`src/rtl/interrupt_ctrl_pkg.sv`:
```
// Shared CP0 encodings for the interrupt sequencer: coprocessor ops, register numbers,
// Status/Cause field positions and the sequencer state type.
package interrupt_ctrl_pkg;

  typedef logic [1:0] cp_oper_t;
  typedef logic [2:0] irq_idx_t;

  localparam cp_oper_t EXE_CP_NONE  = 2'd0;
  localparam cp_oper_t EXE_CP_MFC0  = 2'd1;
  localparam cp_oper_t EXE_CP_MTC0  = 2'd2;
  localparam cp_oper_t EXE_CP0_ERET = 2'd3;

  localparam logic [4:0] CP0_STATUS = 5'd12;
  localparam logic [4:0] CP0_CAUSE  = 5'd13;
  localparam logic [4:0] CP0_EPC    = 5'd14;

  localparam int unsigned STATUS_IE      = 0;
  localparam int unsigned STATUS_EXL     = 1;
  localparam int unsigned STATUS_IM_LSB  = 8;
  localparam int unsigned CAUSE_IP_LSB   = 8;
  localparam int unsigned CAUSE_CODE_LSB = 2;

  typedef enum logic [1:0] {
    StIdle = 2'd0,
    StTake = 2'd1,
    StIsr  = 2'd2,
    StRet  = 2'd3
  } irq_state_e;

endpackage

```
`src/rtl/interrupt_ctrl_if.sv`:
```
// Pipeline-facing CP0 bus: ID-stage context, MFC0/MTC0 access and the PC redirect/flush.
interface interrupt_ctrl_if;
  import interrupt_ctrl_pkg::*;

  logic        id_valid;
  logic        stall;
  logic [31:0] pc_id;
  cp_oper_t    cp_oper;
  logic [4:0]  cp_addr;
  logic [31:0] cp_wdata;
  logic [31:0] cp_rdata;
  logic        ir_flush;
  logic        ir_pc_valid;
  logic [31:0] ir_pc;

  modport master (
    output id_valid, stall, pc_id, cp_oper, cp_addr, cp_wdata,
    input  cp_rdata, ir_flush, ir_pc_valid, ir_pc
  );

  modport slave (
    input  id_valid, stall, pc_id, cp_oper, cp_addr, cp_wdata,
    output cp_rdata, ir_flush, ir_pc_valid, ir_pc
  );
endinterface

```
`src/rtl/interrupt_ctrl_irq_arbiter.sv`:
```
// Synchronises the external request lines and picks the lowest-numbered unmasked pending one.
module interrupt_ctrl_irq_arbiter
  import interrupt_ctrl_pkg::*;
#(
  parameter int unsigned IRQ_NUM     = 4,
  parameter int unsigned SYNC_STAGES = 2
) (
  input  logic               clk,
  input  logic               rst,
  input  logic [IRQ_NUM-1:0] ir_in,
  input  logic [IRQ_NUM-1:0] im,
  output logic [IRQ_NUM-1:0] ip,
  output logic               pend_any,
  output irq_idx_t           winner,
  output logic [IRQ_NUM-1:0] grant
);

  logic [IRQ_NUM-1:0] sync_q [SYNC_STAGES];
  logic [IRQ_NUM-1:0] pend;

  always_ff @(posedge clk or posedge rst) begin
    if (rst) begin
      for (int s = 0; s < int'(SYNC_STAGES); s++) sync_q[s] <= '0;
    end else begin
      sync_q[0] <= ir_in;
      for (int s = 1; s < int'(SYNC_STAGES); s++) sync_q[s] <= sync_q[s-1];
    end
  end

  assign ip       = sync_q[SYNC_STAGES-1];
  assign pend     = ip & im;
  assign pend_any = |pend;

  // Scan from the top down so the lowest set index is the one left standing.
  always_comb begin
    winner = '0;
    grant  = '0;
    for (int i = int'(IRQ_NUM) - 1; i >= 0; i--) begin
      if (pend[i]) begin
        winner   = irq_idx_t'(i);
        grant    = '0;
        grant[i] = 1'b1;
      end
    end
  end

endmodule

```
`src/rtl/interrupt_ctrl.sv`:
```
// CP0 interrupt sequencer: Status/Cause/EPC, take/return FSM, registered redirect and ack.
module interrupt_ctrl
  import interrupt_ctrl_pkg::*;
#(
  parameter int unsigned IRQ_NUM      = 4,
  parameter logic [31:0] HANDLER_ADDR = 32'h0000_0020,
  parameter int unsigned SYNC_STAGES  = 2
) (
  input  logic               clk,
  input  logic               rst,
  input  logic [IRQ_NUM-1:0] ir_in,
  input  logic               ir_en,
  output logic [IRQ_NUM-1:0] ir_ack,
  output logic               ir_busy,
  interrupt_ctrl_if.slave    cp
);

  irq_state_e         state_q, state_d;
  logic               ie_q, ie_d, exl_q, exl_d;
  logic [IRQ_NUM-1:0] im_q, im_d;
  logic [4:0]         code_q, code_d;
  logic [31:0]        epc_q, epc_d;
  logic               flush_q, flush_d, pc_valid_q, pc_valid_d;
  logic [31:0]        pc_q, pc_d;
  logic [IRQ_NUM-1:0] ack_q, ack_d;

  logic [IRQ_NUM-1:0] ip, grant;
  logic               pend_any, take, eret, mtc0;
  irq_idx_t           winner;
  logic [31:0]        rdata;

  interrupt_ctrl_irq_arbiter #(
    .IRQ_NUM     (IRQ_NUM),
    .SYNC_STAGES (SYNC_STAGES)
  ) u_arbiter (
    .clk      (clk),
    .rst      (rst),
    .ir_in    (ir_in),
    .im       (im_q),
    .ip       (ip),
    .pend_any (pend_any),
    .winner   (winner),
    .grant    (grant)
  );

  assign take = (state_q == StIdle) & ie_q & ~exl_q & ir_en & pend_any & cp.id_valid &
                ~cp.stall & (cp.cp_oper != EXE_CP0_ERET);
  assign eret = (state_q == StIsr) & (cp.cp_oper == EXE_CP0_ERET) & cp.id_valid & ~cp.stall;
  // A same-cycle take flushes the MTC0, so its write must not land.
  assign mtc0 = (cp.cp_oper == EXE_CP_MTC0) & cp.id_valid & ~cp.stall & ~take &
                (state_q inside {StIdle, StIsr});

  always_comb begin
    state_d    = state_q;
    ie_d       = ie_q;
    exl_d      = exl_q;
    im_d       = im_q;
    code_d     = code_q;
    epc_d      = epc_q;
    flush_d    = 1'b0;
    pc_valid_d = 1'b0;
    pc_d       = '0;
    ack_d      = '0;

    unique case (state_q)
      StIdle: begin
        if (take) begin
          state_d    = StTake;
          epc_d      = cp.pc_id;
          code_d     = {2'b00, winner};
          exl_d      = 1'b1;
          flush_d    = 1'b1;
          pc_valid_d = 1'b1;
          pc_d       = HANDLER_ADDR;
          ack_d      = grant;
        end
      end
      StTake: state_d = StIsr;
      StIsr: begin
        if (eret) begin
          state_d    = StRet;
          exl_d      = 1'b0;
          flush_d    = 1'b1;
          pc_valid_d = 1'b1;
          pc_d       = epc_q;
        end
      end
      StRet: state_d = StIdle;
    endcase

    if (mtc0) begin
      case (cp.cp_addr)
        CP0_STATUS: begin
          ie_d  = cp.cp_wdata[STATUS_IE];
          exl_d = cp.cp_wdata[STATUS_EXL];
          im_d  = cp.cp_wdata[STATUS_IM_LSB +: IRQ_NUM];
        end
        CP0_EPC: epc_d = cp.cp_wdata;
        default: ;
      endcase
    end
  end

  always_ff @(posedge clk or posedge rst) begin
    if (rst) begin
      state_q    <= StIdle;
      ie_q       <= 1'b0;
      exl_q      <= 1'b0;
      im_q       <= '0;
      code_q     <= '0;
      epc_q      <= '0;
      flush_q    <= 1'b0;
      pc_valid_q <= 1'b0;
      pc_q       <= '0;
      ack_q      <= '0;
    end else begin
      state_q    <= state_d;
      ie_q       <= ie_d;
      exl_q      <= exl_d;
      im_q       <= im_d;
      code_q     <= code_d;
      epc_q      <= epc_d;
      flush_q    <= flush_d;
      pc_valid_q <= pc_valid_d;
      pc_q       <= pc_d;
      ack_q      <= ack_d;
    end
  end

  always_comb begin
    rdata = '0;
    case (cp.cp_addr)
      CP0_STATUS: begin
        rdata[STATUS_IE]                  = ie_q;
        rdata[STATUS_EXL]                 = exl_q;
        rdata[STATUS_IM_LSB +: IRQ_NUM]   = im_q;
      end
      CP0_CAUSE: begin
        rdata[CAUSE_IP_LSB +: IRQ_NUM]    = ip;
        rdata[CAUSE_CODE_LSB +: 5]        = code_q;
      end
      CP0_EPC: rdata = epc_q;
      default: ;
    endcase
  end

  assign cp.cp_rdata    = rdata;
  assign cp.ir_flush    = flush_q;
  assign cp.ir_pc_valid = pc_valid_q;
  assign cp.ir_pc       = pc_q;
  assign ir_ack         = ack_q;
  assign ir_busy        = exl_q;

endmodule

```
`src/flat_wrapper.sv`:
```
// flat-port wrapper written by rule: the top's interface ports become plain ports
module interrupt_ctrl_flat import interrupt_ctrl_pkg::*;
#(
  parameter int unsigned IRQ_NUM      = 4,
  parameter logic [31:0] HANDLER_ADDR = 32'h0000_0020,
  parameter int unsigned SYNC_STAGES  = 2
)
  (clk, rst, ir_in, ir_en, ir_ack, ir_busy, cp_id_valid, cp_stall, cp_pc_id, cp_cp_oper, cp_cp_addr, cp_cp_wdata, cp_cp_rdata, cp_ir_flush, cp_ir_pc_valid, cp_ir_pc);
  interrupt_ctrl_if cp_i ();
  input  logic clk;
  input  logic rst;
  input  logic [IRQ_NUM-1:0] ir_in;
  input  logic ir_en;
  output logic [IRQ_NUM-1:0] ir_ack;
  output logic ir_busy;
  input wire logic [$bits(cp_i.id_valid)-1:0] cp_id_valid;
  input wire logic [$bits(cp_i.stall)-1:0] cp_stall;
  input wire logic [$bits(cp_i.pc_id)-1:0] cp_pc_id;
  input wire logic [$bits(cp_i.cp_oper)-1:0] cp_cp_oper;
  input wire logic [$bits(cp_i.cp_addr)-1:0] cp_cp_addr;
  input wire logic [$bits(cp_i.cp_wdata)-1:0] cp_cp_wdata;
  output wire logic [$bits(cp_i.cp_rdata)-1:0] cp_cp_rdata;
  output wire logic [$bits(cp_i.ir_flush)-1:0] cp_ir_flush;
  output wire logic [$bits(cp_i.ir_pc_valid)-1:0] cp_ir_pc_valid;
  output wire logic [$bits(cp_i.ir_pc)-1:0] cp_ir_pc;
  assign cp_i.id_valid = cp_id_valid;
  assign cp_i.stall = cp_stall;
  assign cp_i.pc_id = cp_pc_id;
  assign cp_i.cp_oper = cp_cp_oper;
  assign cp_i.cp_addr = cp_cp_addr;
  assign cp_i.cp_wdata = cp_cp_wdata;
  assign cp_cp_rdata = cp_i.cp_rdata;
  assign cp_ir_flush = cp_i.ir_flush;
  assign cp_ir_pc_valid = cp_i.ir_pc_valid;
  assign cp_ir_pc = cp_i.ir_pc;
  interrupt_ctrl #(.IRQ_NUM(IRQ_NUM), .HANDLER_ADDR(HANDLER_ADDR), .SYNC_STAGES(SYNC_STAGES)) u_core (.clk(clk), .rst(rst), .ir_in(ir_in), .ir_en(ir_en), .ir_ack(ir_ack), .ir_busy(ir_busy), .cp(cp_i));
endmodule
```
`config.mk`:
```
export PLATFORM = sky130hd
export DESIGN_NAME = interrupt_ctrl_flat
export DESIGN_NICKNAME = d
export VERILOG_FILES = /design/src/rtl/interrupt_ctrl_pkg.sv /design/src/rtl/interrupt_ctrl_if.sv /design/src/rtl/interrupt_ctrl_irq_arbiter.sv /design/src/rtl/interrupt_ctrl.sv /design/src/flat_wrapper.sv
export SDC_FILE = /design/constraint.sdc
export NUM_CORES = 1
export LEC_CHECK = 0
export CAP_MARGIN = 30
export CORE_MARGIN = 2
export CORE_UTILIZATION = 47
export CTS_CLUSTER_DIAMETER = 50
export CTS_CLUSTER_SIZE = 25
export DETAILED_ROUTE_END_ITERATION = 8
export PLACE_DENSITY = 0.86
export SETUP_SLACK_MARGIN = 0.1
export SLEW_MARGIN = 40
export SYNTH_ARGS = -nofsm -noshare
export SYNTH_HDL_FRONTEND = slang
export SYNTH_SLANG_ARGS = --single-unit
```
`constraint.sdc`:
```
create_clock -name clk -period 5.6 [get_ports clk]
set_input_delay 1.12 -clock clk [delete_from_list [all_inputs] [get_ports clk]]
set_output_delay 1.12 -clock clk [all_outputs]
set_load 0.02 [all_outputs]
```
==> impl_metrics.ini <==
[detailed_routing]
postRouteWirelength_um = 9350
firstDrtPassIters = 6
wl_met3_um = 700
ant_nets = 0
met1Wirelength_um = 3780
drc = 0
vias = 2752
wire_per_inst_um = 17.2
viasPerCell = 5.07
wl_met2_um = 4770
drtIter0Drc = 106
top_layer = met4

[grt]
grtUsageTotal_pct = 21.8
globalRouteOverflowTotal = 0
grt_pass1_wl_um = 14400
grt_max_degree = 49
antenna_found_initial = 0
grt_pass1_vias = 2916

[yosys]
ys_seq_elements = 87
async_reset_ff_share_pct = 100
synth_cell_types = 30
synthFlopType = dfrtp_1
synth_cells = 283
yosys-top-cells-count = dfrtp_1 (87), and2_1 (55), mux2_2 (42)
ys_seq_area_share_pct = 57.7
yosysTopAreaCellShare_pct = 57.7
synth-edff-count = 0
yosysMostFrequentCell = dfrtp_1
syn_area_um2 = 3780
yosys_warnings = 0
synth_area_leaders = dfrtp_1 (58%), mux2_2 (13%), and2_1 (9.1%)
synth_area_per_cell_um2 = 13.3
yosysTopAreaCell = dfrtp_1
synth_nets = 365

[clock_network]
clk_latency_ns = 0.36
cts_tree = done
root_buffer = clkbuf_8
cts_sinks = 87
post-cts-setup-buffers = 0
cts_buffers = 9
hold_buffers = 0
clockBufferDepth = 2
clkTransAtPathRegs_ns = 0.09
htreeDepth = 3
cts_resized = 0

[setup_path]
cpMostUsedCell = clkdlybuf4s50_1
cp_cell_sequence = clkdlybuf4s50_1 -> nand2_1 -> nor4b_4 -> buf_4 -> a222oi_1 -> inv_1 -> clkdlybuf4s50_1
cp_max_fo = 33
worstPathRequired_ns = 4.48
slowest_delay_ns = 0.59
end_kind = output port
crit_type = primary input to output port
worstPathArrival_ns = 3.16
r2r_slack_ns = 2.99
crit_path_top_delay_cell = clkdlybuf4s50_1
start_kind = primary input

[timing]
rsz0062_at_grt = no
timing.fmax_mhz = 233
worst_clock_skew_ns = 0.0135
post-route-period-util_pct = 76.5
finalHoldViolCount = 0
setup-tns-final_ns = 0
max_slew_margin_pct = 53.4
tightest_slew_ns = 0.699
finalMaxSlewViolations = 0
min_period_ns = 4.28
setup_violations = 0

[flow_run]
max_cap_viol_count = 0

[final_layout]
drive_above_1_share_pct = 16.1
fin_nets = 518
postLayoutCoreUtil_pct = 72.1
final.fill_count = 550
diodes = 0
area_growth_pct = 48.3

[status]
outcome = finished clean

[floorplan]
num_io_pins = 151
die_h_um = 93.6
fp.dieW_um = 93.6
rows = 32
start_util_pct = 48.6
core_region_area_um2 = 7770
die_area_um2 = 8770

[placement]
dpl.hpwl_um = 6620
port_buffers = 150
gp_congestion = 0.779

[min_path]
hold_class = register to register

[pwr]
p_per_area_nw_per_um2 = 225
peakVddDrop_uv = 112
total_power_mw = 1.26
leakage_nw = 2.63
-- worst max-delay path, delay by kind of cell --
family / cells / cell delay (ns)
compound gates: 1 / 0.14
simple gates: 2 / 0.40
buf+inv: 4 / 1.48
-- sequential cells by signal, indices dropped and copies added (netlist names) --
signal	count
u_core.epc_q	32
u_core.state_q	2
u_core.ie_q	1
u_core.cp.ir_pc	32
u_core.u_arbiter.sync_q	4
u_core.ir_busy	1
u_core.ir_ack	4
u_core.im_q	4
u_core.cp.ir_flush	1
u_core.u_arbiter.ip	4
u_core.code_q	2
-- cell type report --
type,count,area [um^2],area share [%]
clock inverter,7,58.8,1.05
inverter,8,31.3,0.558
tap,102,128,2.28
timing repair buffer,156,1570,28.0
clock buffer,9,124,2.21
sequential,87,2180,38.9
multi-input combinational,174,1520,27.1
-- where the power goes --
group,internal (mW),switching [mW]
logic,0.102,0.0704
registers,0.656,0.0192
clock network,0.169,0.245
-- per-stage QoR --
stage | hold WS [ns] | setup WS (ns) | cells | cell area, um^2
global placement | 0.333 | 1.11 | 526 | 5380
global route | 0.368 | 1.18 | 543 | 5600
detailed placement | 0.339 | 1.04 | 527 | 5410
floorplan | 0.331 | 2.23 | 283 | 3780
CTS | 0.364 | 1.05 | 543 | 5590
finish | 0.359 | 1.32 | 543 | 5600
-- kinds of logic after synthesis --
| kind of cell | synth area share [%] |
|---|---|
| flops | 57.7 |
| simple gates | 13.1 |
| mux | 21.5 |
| buf+inv | 3.02 |
| compound gates | 4.14 |
| fa+ha+maj | 0.663 |
-- per-layer routing --
layer | GRT usage, % | vias up
li1 | - | 1280
met1 | 26.1 | 1358
met2 | 38.4 | 106
met3 | 5.48 | 8
met4 | 7.13 | 0
met5 | 0 | -
-- cells in the final DEF, fill, tap and decap left out, types with 2 or more instances in the layout --
cell	Yosys	layout
a222oi_1	4	4
a22o_1	6	6
and2_1	55	55
buf_4	1	5
clkbuf_8	0	9
clkdlybuf4s50_1	0	150
clkinvlp_4	0	2
dfrtp_1	87	87
ha_1	2	2
inv_1	8	7
inv_6	0	5
mux2_1	30	30
mux2_2	42	42
nand2_1	11	11
nand3_1	3	2
nor2_1	4	3
nor3_1	2	2
o21ai_0	2	2
-- worst paths after layout --
| kind | end | cells after the start | start |
|---|---|---|---|
| hold reg to reg | u_core.u_arbiter.ip[3] | 0 | u_core.u_arbiter.sync_q[7] |
| min in group asynchronous | u_core.cp.ir_pc[29] | 2 | rst |
| setup reg to reg | u_core.epc_q[26] | 7 | u_core.state_q[0] |
| max in group asynchronous | u_core.u_arbiter.ip[2] | 3 | rst |
| hold / removal | u_core.u_arbiter.ip[3] | 0 | u_core.u_arbiter.sync_q[7] |
| setup / recovery | cp_cp_rdata[10] | 7 | cp_cp_addr[2] |
Power figures use the tool's default switching activity.
